`src/rtl/gpio_p0_irq_cond_if.sv`:
```
// Pin-side and register-side signals of the port-0 GPIO input-conditioning stage.
// The master side drives the raw pins, the edge enables and the clear strobe.
// The slave side returns the conditioned level, the pending flags and the request.
interface gpio_p0_irq_cond_if #(
    parameter int WIDTH = 16
);
    logic [WIDTH-1:0] pin_in;
    logic [WIDTH-1:0] rise_en;
    logic [WIDTH-1:0] fall_en;
    logic             clr_wr;
    logic [WIDTH-1:0] clr_mask;
    logic [WIDTH-1:0] pin_clean;
    logic [WIDTH-1:0] irq_pending;
    logic             irq;

    modport master (
        output pin_in, rise_en, fall_en, clr_wr, clr_mask,
        input  pin_clean, irq_pending, irq
    );

    modport slave (
        input  pin_in, rise_en, fall_en, clr_wr, clr_mask,
        output pin_clean, irq_pending, irq
    );
endinterface

```
`src/rtl/gpio_p0_irq_cond.sv`:
```
// Port-0 GPIO input conditioning and interrupt stage.
// The raw pins pass through a two-flop synchronizer and an optional debouncer.
// Enabled rising and falling edges are latched into sticky write-1-to-clear
// pending flags. The irq output is the OR of those flags.
// Optional feature macro: GPIO_IRQ_DEBOUNCE_EN. When it is defined, a
// prescaled sample debouncer sits between the synchronizer and edge detection.
// When it is undefined, pin_clean is the synchronizer output.
module gpio_p0_irq_cond #(
    parameter int WIDTH      = 16,
    parameter int DB_DIV     = 256,
    parameter int DB_SAMPLES = 3
) (
    input  logic               clk,
    input  logic               rst,
    gpio_p0_irq_cond_if.slave  bus
);

    logic [WIDTH-1:0] sync1_r;
    logic [WIDTH-1:0] sync2_r;
    logic [WIDTH-1:0] clean_s;
    logic [WIDTH-1:0] clean_d_r;
    logic [WIDTH-1:0] pend_r;
    logic [WIDTH-1:0] rise_s;
    logic [WIDTH-1:0] fall_s;
    logic [WIDTH-1:0] clr_s;
    logic [WIDTH-1:0] pend_nxt_s;

    // Two-flop synchronizer bringing the asynchronous pins into the clk domain.
    always_ff @(posedge clk or negedge rst) begin
        if (!rst) begin
            sync1_r <= '0;
            sync2_r <= '0;
        end else begin
            sync1_r <= bus.pin_in;
            sync2_r <= sync1_r;
        end
    end

`ifdef GPIO_IRQ_DEBOUNCE_EN
    localparam int CW = (DB_DIV > 2) ? $clog2(DB_DIV) : 1;

    logic [CW-1:0]                      cnt_r;
    logic                               tick_s;
    logic [WIDTH-1:0][DB_SAMPLES-1:0]   samp_r;
    logic [WIDTH-1:0]                   clean_r;
    logic [WIDTH-1:0]                   clean_nxt_s;

    assign tick_s = (cnt_r == CW'(DB_DIV - 1));

    // Free-running prescaler. It produces one tick every DB_DIV cycles.
    always_ff @(posedge clk or negedge rst) begin
        if (!rst) begin
            cnt_r <= '0;
        end else if (tick_s) begin
            cnt_r <= '0;
        end else begin
            cnt_r <= cnt_r + CW'(1);
        end
    end

    // Per-bit sample history. It shifts in the synchronized level on each tick.
    always_ff @(posedge clk or negedge rst) begin
        if (!rst) begin
            samp_r <= '0;
        end else if (tick_s) begin
            for (int i = 0; i < WIDTH; i++) begin
                samp_r[i] <= {samp_r[i][DB_SAMPLES-2:0], sync2_r[i]};
            end
        end else begin
            samp_r <= samp_r;
        end
    end

    // Accept a new level only when every sample in the history agrees on it.
    always_comb begin
        clean_nxt_s = clean_r;
        for (int i = 0; i < WIDTH; i++) begin
            if ((&samp_r[i]) && !clean_r[i]) begin
                clean_nxt_s[i] = 1'b1;
            end else if (!(|samp_r[i]) && clean_r[i]) begin
                clean_nxt_s[i] = 1'b0;
            end else begin
                clean_nxt_s[i] = clean_r[i];
            end
        end
    end

    // Debounced level register.
    always_ff @(posedge clk or negedge rst) begin
        if (!rst) begin
            clean_r <= '0;
        end else begin
            clean_r <= clean_nxt_s;
        end
    end

    assign clean_s = clean_r;
`else
    assign clean_s = sync2_r;
`endif

    // Edge history: the conditioned level one cycle ago.
    always_ff @(posedge clk or negedge rst) begin
        if (!rst) begin
            clean_d_r <= '0;
        end else begin
            clean_d_r <= clean_s;
        end
    end

    assign rise_s = clean_s & ~clean_d_r;
    assign fall_s = ~clean_s & clean_d_r;

    // Next pending value. A set is ORed in after the clear, so a coincident edge is kept.
    always_comb begin
        clr_s = '0;
        if (bus.clr_wr) begin
            clr_s = bus.clr_mask;
        end else begin
            clr_s = '0;
        end
        pend_nxt_s = (pend_r & ~clr_s) | (rise_s & bus.rise_en) | (fall_s & bus.fall_en);
    end

    // Sticky pending flags.
    always_ff @(posedge clk or negedge rst) begin
        if (!rst) begin
            pend_r <= '0;
        end else begin
            pend_r <= pend_nxt_s;
        end
    end

    assign bus.pin_clean   = clean_s;
    assign bus.irq_pending = pend_r;
    assign bus.irq         = |pend_r;

endmodule

```
`src/flat_wrapper.sv`:
```
// flat-port wrapper written by rule: the top's interface ports become plain ports
module gpio_p0_irq_cond_flat 
#(
    parameter int WIDTH      = 16,
    parameter int DB_DIV     = 256,
    parameter int DB_SAMPLES = 3
)
  (clk, rst, bus_pin_in, bus_rise_en, bus_fall_en, bus_clr_wr, bus_clr_mask, bus_pin_clean, bus_irq_pending, bus_irq);
  gpio_p0_irq_cond_if #(.WIDTH(WIDTH)) bus_i ();
  input  logic clk;
  input  logic rst;
  input wire logic [$bits(bus_i.pin_in)-1:0] bus_pin_in;
  input wire logic [$bits(bus_i.rise_en)-1:0] bus_rise_en;
  input wire logic [$bits(bus_i.fall_en)-1:0] bus_fall_en;
  input wire logic [$bits(bus_i.clr_wr)-1:0] bus_clr_wr;
  input wire logic [$bits(bus_i.clr_mask)-1:0] bus_clr_mask;
  output wire logic [$bits(bus_i.pin_clean)-1:0] bus_pin_clean;
  output wire logic [$bits(bus_i.irq_pending)-1:0] bus_irq_pending;
  output wire logic [$bits(bus_i.irq)-1:0] bus_irq;
  assign bus_i.pin_in = bus_pin_in;
  assign bus_i.rise_en = bus_rise_en;
  assign bus_i.fall_en = bus_fall_en;
  assign bus_i.clr_wr = bus_clr_wr;
  assign bus_i.clr_mask = bus_clr_mask;
  assign bus_pin_clean = bus_i.pin_clean;
  assign bus_irq_pending = bus_i.irq_pending;
  assign bus_irq = bus_i.irq;
  gpio_p0_irq_cond #(.WIDTH(WIDTH), .DB_DIV(DB_DIV), .DB_SAMPLES(DB_SAMPLES)) u_core (.clk(clk), .rst(rst), .bus(bus_i));
endmodule
```
`config.mk`:
```
export PLATFORM = sky130hd
export DESIGN_NAME = gpio_p0_irq_cond_flat
export DESIGN_NICKNAME = d
export VERILOG_FILES = /design/src/rtl/gpio_p0_irq_cond_if.sv /design/src/rtl/gpio_p0_irq_cond.sv /design/src/flat_wrapper.sv
export SDC_FILE = /design/constraint.sdc
export NUM_CORES = 1
export LEC_CHECK = 0
export CAP_MARGIN = 20
export CORE_MARGIN = 4
export CORE_UTILIZATION = 45
export CTS_BUF_LIST = sky130_fd_sc_hd__clkbuf_4
export CTS_CLUSTER_DIAMETER = 40
export DETAILED_ROUTE_END_ITERATION = 10
export GPL_ROUTABILITY_DRIVEN = 0
export PLACE_DENSITY = 0.85
export SLEW_MARGIN = 25
export SYNTH_ARGS = -nofsm -noshare
export SYNTH_HDL_FRONTEND = slang
export SYNTH_SLANG_ARGS = --single-unit
```
`constraint.sdc`:
```
create_clock -name clk -period 2.1 [get_ports clk]
set_clock_uncertainty 0.05 [all_clocks]
set_input_delay 0.63 -clock clk [delete_from_list [all_inputs] [get_ports clk]]
set_output_delay 0.63 -clock clk [all_outputs]
set_load 0.005 [all_outputs]
```
==> impl_metrics.tcl, run 1 <==
set metrics [dict create \
    synthFlopType "dfrtp_1" \
    cp-start-kind "flop" \
    portBuffers 99 \
    final_util 0.751 \
    r2r_cells 3 \
    wire_per_inst_um 16.5 \
    drtPass1Iterations 2 \
    rows 24 \
    grt-ovfl-total 0 \
    holdBufCountCts 0 \
    root_buffer "clkbuf_4" \
    max_freq_mhz 487 \
    ctsHtreeMaxLevel 3 \
    final.period_utilization 0.977 \
    drive_gt1_frac 0.161 \
    dieArea_um2 5990 \
    synthTopCellsByCount "dfrtp_1, nand2_1, nand3b_1" \
    power_frac_seq 0.564 \
    nNetsFinal 316 \
    wirelength_um 5060 \
    yosysWarnings 0 \
    synthCells 135 \
    critPathRequiredTime_ps 1420 \
    layout_min_cycle_time_ps 2050 \
    grt_pass1_vias 1714 \
    cts_sinks 64 \
    clk_pin_slew_ps 100 \
    grtUsageTotal 0.183 \
    grt_pass1_wl_um 8290 \
    areaGrowthSynthToFinish_pct 56.2 \
    die_w_um 77.4 \
    yosysSeqAreaShare 0.739 \
    synth.area.top_cells "dfrtp_1, o211ai_2, nand3b_1" \
    numCtsBuffers 9 \
    setup_viol 0 \
    pwr-share-comb 0.172 \
    clk_latency_ps 400 \
    p_sw_mw 0.608 \
    cts_max_path_buffers 2 \
    synth_top_area_frac 0.739 \
    grt_max_degree 65 \
    drc 0 \
    viasPerCell 4.90 \
    vdd_drop_max_v 0.000474 \
    yosysMostFrequentCell "dfrtp_1" \
    die_h_um 77.4 \
    synth_enable_flop_cells 0 \
    status "complete, no violations" \
    mappedNetlistNets 202 \
    r2r-start "u_core.bus.irq_pending[6]" \
    synth_area_per_cell_um2 16.0 \
    cap_violations 0 \
    r2r_slack_ps 1140 \
    p_leak_nw 1.48 \
    slew_headroom 0.783 \
    worst_pin_slew_ps 325 \
    hold_violations 0 \
    r2r_end "u_core.bus.irq_pending[6]" \
    via_count 1498 \
    hold_class "in2async" \
    coreArea_um2 4500 \
    crit_path_end_kind "output port" \
    finalMaxSlewViolations 0 \
    grt_antenna_before_repair 0 \
    synth_largest_area_cell "dfrtp_1" \
    crit_type "reg2out" \
    crit_arrival_ps 1370 \
    synth_area_um2 2170 \
    p_int_mw 1.86 \
    synthDistinctLibCells 10 \
    initialDrtViolationCount 57 \
    swShare 0.247 \
    cts_tree "yes" \
    synthArstFlopShare 1.00 \
    clockPowerShare 0.264 \
    layout.filler_cells 299 \
    diodes 0 \
    crit_start "u_core.bus.irq_pending[5]" \
    power_density_nw_per_um2 728 \
    rsz0062_at_grt "yes" \
    initial_utilization 0.481 \
    boundaryPins 100 \
    dp_hpwl_um 3740 \
    path_max_fanout 3 \
    synth-seq-cells 64 \
    ant_nets 0 \
    holdWs_ps 176 \
]
==> routing by layer <==
layer | up-vias | wire, um | GRT usage | share of wire
met5 | - | 0 | 0 | 0
met4 | 0 | 114 | 0.101 | 0.023
met3 | 10 | 389 | 0.0648 | 0.077
met2 | 58 | 2490 | 0.298 | 0.49
met1 | 714 | 2060 | 0.211 | 0.41
li1 | 716 | - | - | -
==> logic make-up (layout without fill, tap and decap cells) <==
| logic type | Yosys count | in the layout | synth area share |
|---|---|---|---|
| buffers and inverters | 2 | 121 | 0.0104 |
| DFF | 64 | 64 | 0.739 |
| AOI/OAI and AO/OA | 32 | 32 | 0.153 |
| and+or+nand+nor | 37 | 37 | 0.0976 |
==> power groups by stage <==
stage / registers, mW / logic, mW / clock network (mW)
final: 1.39 / 0.423 / 0.651
after global routing: 1.40 / 0.455 / 0.727
after CTS: 1.39 / 0.434 / 0.668
after detailed placement: 1.41 / 0.412 / 0
after global placement: 1.40 / 0.412 / 0
after floorplan: 1.40 / 0.111 / 0
==> worst max-delay path by stage <==
stage                     slack (ps)  depth (start not counted)                  end
after floorplan                  650                          2              bus_irq
after global placement            70                          3              bus_irq
after detailed placement          40                          3              bus_irq
after CTS                          8                          2  bus_irq_pending[15]
after global routing             -50                          3              bus_irq
final                             50                          3              bus_irq
==> cells in the final DEF, fill, tap and decap left out <==
cell type        instances
dlymetal6s2s_1           4
o211ai_1                 6
a21bo_2                  6
o211ai_2                10
buf_4                    5
a21bo_1                 10
buf_2                    2
nand2_1                 16
nand3b_1                16
nor4_2                   4
clkinv_1                 3
nand4_1                  1
buf_12                   1
clkinv_2                 3
dfrtp_1                 64
clkdlybuf4s50_1         93
clkbuf_4                10
==> worst max-delay path, stage by stage (launching register included) <==
cell and delay [ps]:
dfrtp_1 410, nor4_2 300, nand4_1 120, buf_2 150
==> area by class of cell <==
| type | instances | area (um^2) | area share |
|---|---|---|---|
| well taps | 52 | 65.1 | 0.0192 |
| multi-input cells | 69 | 567 | 0.168 |
| flip-flops and latches | 64 | 1600 | 0.473 |
| clock inverters | 6 | 26.3 | 0.00777 |
| repair buffers | 105 | 1050 | 0.310 |
| clock buffers | 10 | 75.1 | 0.0222 |
==> timing repair <==
action | CTS | global route
resized for setup | 7 | 5
pin swaps | 4 | 0
setup buffers | 4 | 0
setup endpoints to repair | 1 | 5
==> flip-flops by register name (all words and copies together), names as in the netlist <==
register / cells
u_core.sync1_r: 16
u_core.bus.irq_pending: 16
u_core.bus.pin_clean: 16
u_core.clean_d_r: 16
==> metrics by stage <==
step                power, mW  worst slack, ps  area, um^2  std cells  setup TNS (ps)
floorplan                1.51              652        2170        135               0
CTS                      2.49             7.89        3370        306               0
global placement         1.81             68.1        3220        286               0
global route             2.59            -53.5        3380        306           -53.5
detailed placement       1.82             42.6        3220        286               0
finish                   2.46             48.6        3380        306               0
Note: power is estimated with default switching activity, not from simulation.
==> run 2, diff against run 1 <==
CTS_CLUSTER_SIZE = 16   (was not set)
==> results of run 2 <==
The final DEF is identical to that of run 1; final timing and power are the same.
==> RTL change 1 (settings of run 1) <==
The option `GPIO_IRQ_DEBOUNCE_EN` is turned on by a define.
--- a/src/rtl/gpio_p0_irq_cond.sv
+++ b/src/rtl/gpio_p0_irq_cond.sv
@@ -6,4 +6,6 @@
 // prescaled sample debouncer sits between the synchronizer and edge detection.
 // When it is undefined, pin_clean is the synchronizer output.
+`define GPIO_IRQ_DEBOUNCE_EN
+
 module gpio_p0_irq_cond #(
     parameter int WIDTH      = 16,
Check against the original RTL: not equivalent (a bounded check fails within 4 cycles, from zero or initial values and one cycle with rst low).
==> RTL change 1 against run 1 <==
- setup slack got worse by 0.23 ns
- sequential cell count increased by 72
- worst hold slack better by 0.13 ns
- synthesized area is 140% higher
- maximum frequency fell by 10%
- global-route usage down 0.44 points
- largest cell class unchanged
- wire length rose by 130%
- critical path type unchanged
- total power rose by 87%
- the run now ends with negative setup slack left
- design area grew 100%
==> RTL change 1: results (changes against run 1) <==
- Via count: 3441 (+130%)
- Origin of the worst setup path: u_core.bus.irq_pending[0]
- Number of unique standard cell types used by synthesis: 26 (+16)
- Worst Hold Margin: 0.306 ns (+0.130 ns)
- Final setup margin: -0.185 ns (-0.234 ns)
- Normalized max-slew margin: 70.7% (-7.6 points)
- P_leak: 3.31 nW (+120%)
- Endpoints failing setup: 2 (+2)
- Reg-to-reg critical path startpoint: u_core.cnt_r[0]
- Number of global-route vias before repair: 3779 (+120%)
- All-layer global routing usage: 17.8% (-0.44 points)
- Endpoint of the lowest-slack register-to-register path: u_core.samp_r[25]
- Most common library cells after synthesis: sky130_fd_sc_hd__dfrtp_1 (136), sky130_fd_sc_hd__mux2_4 (47), sky130_fd_sc_hd__o21ai_0 (44)
- Filler-free cell count of the finished design: 673 (+120%)
- Synthesized netlist net count: 431 (+110%)
- H-tree depth reported by CTS: 4 (+1)
- Share of final-layout standard cells stronger than drive strength 1: 26.1% (+9.9 points)
- Worst skew pair latency: 0.52 ns (+0.12 ns)
- Portion of the post-synthesis area used by sequential elements: 66.1% (-7.8 points)
- Power dissipated in sequential cells: 0.00266 W (+91%)
- Setup slack at placement: -0.0324 ns (-0.0749 ns)
- Fraction of power spent switching nets: 21.1% (-3.6 points)
- Maximum VDD drop: 364 uV (-23%)
- Placed cell areas: 6370 um^2 (+98%)
- HPWL after DPL: 7.35 mm (+97%)
- Sum of negative setup slack: -0.192 ns (-0.192 ns)
- Mux cell area share after synthesis: 13.9% (+14 points)
- Aggregate routed wire length: 11.4 mm (+130%)
- First-pass GRT wire length: 18.2 mm (+120%)
- Pin count of the biggest net entering global routing: 46 (-29%)
- XOR/XNOR Fraction of Synth Area: 0.680% (+0.68 points)
- Placed Instances: 610 (+110%)
- Pre-antenna DRT Iters: 4 (+2)
- P_int: 0.00363 W (+96%)
- Violated checks: negative setup slack
- Path class of the lowest-slack min-delay path: flop to flop
- Most area-consuming cells after synthesis: sky130_fd_sc_hd__dfrtp_1 (66%), sky130_fd_sc_hd__mux2_4 (14%), sky130_fd_sc_hd__o21ai_0 (4.3%)
- Post-layout nets: 588 (+86%)
- Largest delay share family, worst path: flip-flops
- Starting DRT DRC Count: 266 (+370%)
- Clock network power: 0.00174 W (+170%)
- Post-synthesis adder-cell area fraction: 0.243% (+0.24 points)
- Worst r2r path cells: 5 (+2)
- Run status: complete, but fails checks
- Arrival time at the worst endpoint: 1.61 ns (+0.24 ns)
-- RTL change 1: routing by layer --
metal / share of wire [%] / wire (um) / global-route usage [%]
met1: 40 / 4540 / 20.4
met4: 2.7 / 308 / 8.53
met2: 53 / 5990 / 30.8
met5: 0 / 0 / 0
met3: 4.8 / 543 / 5.05
-- RTL change 1: repair_timing --
| item | CTS | global route |
|---|---|---|
| setup buffers | 25 | 5 |
| hold endpoints to repair | 41 | 0 |
| hold buffers | 1 | 0 |
| gates resized for setup | 43 | 7 |
| pin swaps | 2 | 2 |
| endpoints found under the setup margin | 33 | 6 |
-- RTL change 1: final cells by class --
cell class	count	area, um^2	share of cell area [%]
clock inverter	11	130	1.89
inverter	31	116	1.69
clock buffer	21	158	2.29
sequential	136	3410	49.5
multi-input combinational	188	1520	22.0
timing repair buffer	146	1380	20.1
tap	140	175	2.54
==> RTL change 2 (config.mk and constraints of run 1) <==
Without the edit above. Register the output `bus.irq`; this adds one clock of latency there.
--- a/src/rtl/gpio_p0_irq_cond.sv
+++ b/src/rtl/gpio_p0_irq_cond.sv
@@ -134,5 +134,7 @@
     assign bus.pin_clean   = clean_s;
     assign bus.irq_pending = pend_r;
-    assign bus.irq         = |pend_r;
+    always_ff @(posedge clk) begin
+        bus.irq <= |pend_r;
+    end
 
 endmodule
Formal check against the unedited RTL: not equivalent (a bounded check fails within 4 cycles, from zero or initial values and one cycle with rst low).
==> RTL change 2 against run 1 <==
- maximum frequency grew 2.3%
- sequential cell count grew 1
- synthesized area up 0.92%
- count of clock-buffer cells in the layout is 2 higher
- wire length is 2.3% lower
- global-route usage decreased by 0.64 points
- design area down 0.89%
- setup slack better by 0.046 ns
- non-clock buffer count decreased by 3
- total power down 0.76%
- highest routed layer unchanged
==> RTL change 2: results (changes against run 1) <==
- Most instantiated library cell after synthesis: sky130_fd_sc_hd__dfrtp_1
- First-pass GRT wire length: 8.08 mm (-2.5%)
- Arrival time at the worst endpoint: 1.33 ns (-0.04 ns)
- Aggregate routed wire length: 4.94 mm (-2.3%)
- Quantity of gates resized following cts: 0 (-7)
- Worst r2r path cells: 2 (-1)
- Reg-to-reg critical path startpoint: u_core.bus.irq_pending[10]
- Measured slew at the worst slew-check pin: 0.462 ns (+0.137 ns)
- Count of buffers inserted at the top-level ports: 99 (unchanged)
- Placed cell areas: 3260 um^2 (+1.0%)
- Pin count of the biggest net entering global routing: 39 (-40%)
- Critical Path Fanout Max: 4 (+1)
- Slowest stage cell, crit path: sky130_fd_sc_hd__clkdlybuf4s50_1
- Post-layout nets: 314 (-0.63%)
- Endpoint of the lowest-slack register-to-register path: u_core.bus.irq
- Path class of the lowest-slack min-delay path: primary input to async pin
- Mux cell area share after synthesis: 0% (unchanged)
- Share of final-layout standard cells stronger than drive strength 1: 12.8% (-3.3 points)
- All-layer global routing usage: 17.6% (-0.64 points)
- HPWL after DPL: 3.73 mm (-0.33%)
- Run status: completed
- Pre-antenna DRT Iters: 5 (+3)
- Worst skew pair latency: 0.38 ns (-0.02 ns)
- Most area-consuming cells after synthesis: sky130_fd_sc_hd__dfrtp_1 (73%), sky130_fd_sc_hd__o211ai_2 (5.7%), sky130_fd_sc_hd__nand3b_1 (5.5%)
- Vias per std cell: 4.74 (-3.1%)
- Post-synthesis compound-gate area fraction: 15.1% (-0.14 points)
- Minimum setup slack among reg-to-reg paths: 0.96 ns (-0.18 ns)
- Fill cell instance count of the final layout: 341 (+14%)
- Number of post-CTS setup repair buffers: 0 (-4)
- Worst-case clock buffer depth: 2 (unchanged)
- Peak per-stage delay on the critical path: 0.53 ns (+0.12 ns)
- Number of antenna violations at the first check in global routing: 0 (unchanged)
- MaxCap Viol Count: 0 (unchanged)
- Portion of the post-synthesis area used by sequential elements: 74.2% (+0.24 points)
- Synthesized netlist net count: 203 (+0.50%)
- Number of global-route vias before repair: 1650 (-3.7%)
- Starting DRT DRC Count: 68 (+19%)
- Maximum VDD drop: 434 uV (-8.4%)
- Largest delay share family, worst path: buffers and inverters
- Number of unique standard cell types used by synthesis: 11 (+1)
- P_leak: 1.43 nW (-3.2%)
- Share of async-settable or async-resettable flops after synthesis: 98.5% (-1.5 points)
## RTL change 2: changes by cell type after synthesis, sizes merged
cell and delta:
dfxtp +1
## RTL change 2: per-layer routing
metal	global-route usage, %	share of wire, %	up-vias
met5	0	0	-
met4	8.01	1.3	0
met3	6.73	8.7	8
met2	27.8	47	65
met1	21.5	43	722
li1	-	-	708
## RTL change 2: worst max path at each step
| stage | from | endpoint | slack, ns | depth (start not counted) |
|---|---|---|---|---|
| finish | u_core.bus.pin_clean[14] | bus_pin_clean[14] | 0.09 | 1 |
| global route | u_core.bus.pin_clean[14] | bus_pin_clean[14] | 0.007 | 1 |
| CTS | u_core.bus.pin_clean[14] | bus_pin_clean[14] | 0.05 | 1 |
| detailed placement | bus_clr_wr | u_core.bus.irq_pending[15] | 0.35 | 4 |
| global placement | bus_clr_wr | u_core.bus.irq_pending[9] | 0.39 | 4 |
| floorplan | bus_clr_wr | u_core.bus.irq_pending[10] | 0.90 | 4 |
## RTL change 2: through the flow
stage | std cells | power (W) | hold WS [ns] | util [%] | worst slack (ns)
final | 317 | 0.00245 | 0.185 | 71.0 | 0.0947
after global routing | 317 | 0.00258 | 0.199 | 71.0 | 0.00693
after CTS | 317 | 0.00248 | 0.179 | 71.0 | 0.0515
after detailed placement | 303 | 0.00183 | 0.285 | 68.9 | 0.355
after global placement | 303 | 0.00182 | 0.281 | 68.9 | 0.388
after floorplan | 136 | 0.00153 | 0.281 | - | 0.898
## RTL change 2: cells by family after synthesis
group | count (synthesis)
flops | 65
simple gates | 37
compound gates | 32
buf+inv | 2
## RTL change 2: final cells by class
cell class / instances / area (um^2) / area share [%]
sequential: 65 / 1620 / 48.4
timing repair buffer: 102 / 1010 / 30.1
multi-input combinational: 69 / 542 / 16.2
clock buffer: 12 / 90.1 / 2.69
tap: 67 / 83.8 / 2.50
clock inverter: 2 / 7.51 / 0.224
## RTL change 2: power by group
part | internal, W | switching (W) | leakage (nW)
sequential | 0.00134 | 0.0000630 | 0.750
clock | 0.000265 | 0.000378 | 0.0583
combinational | 0.000281 | 0.000117 | 0.622
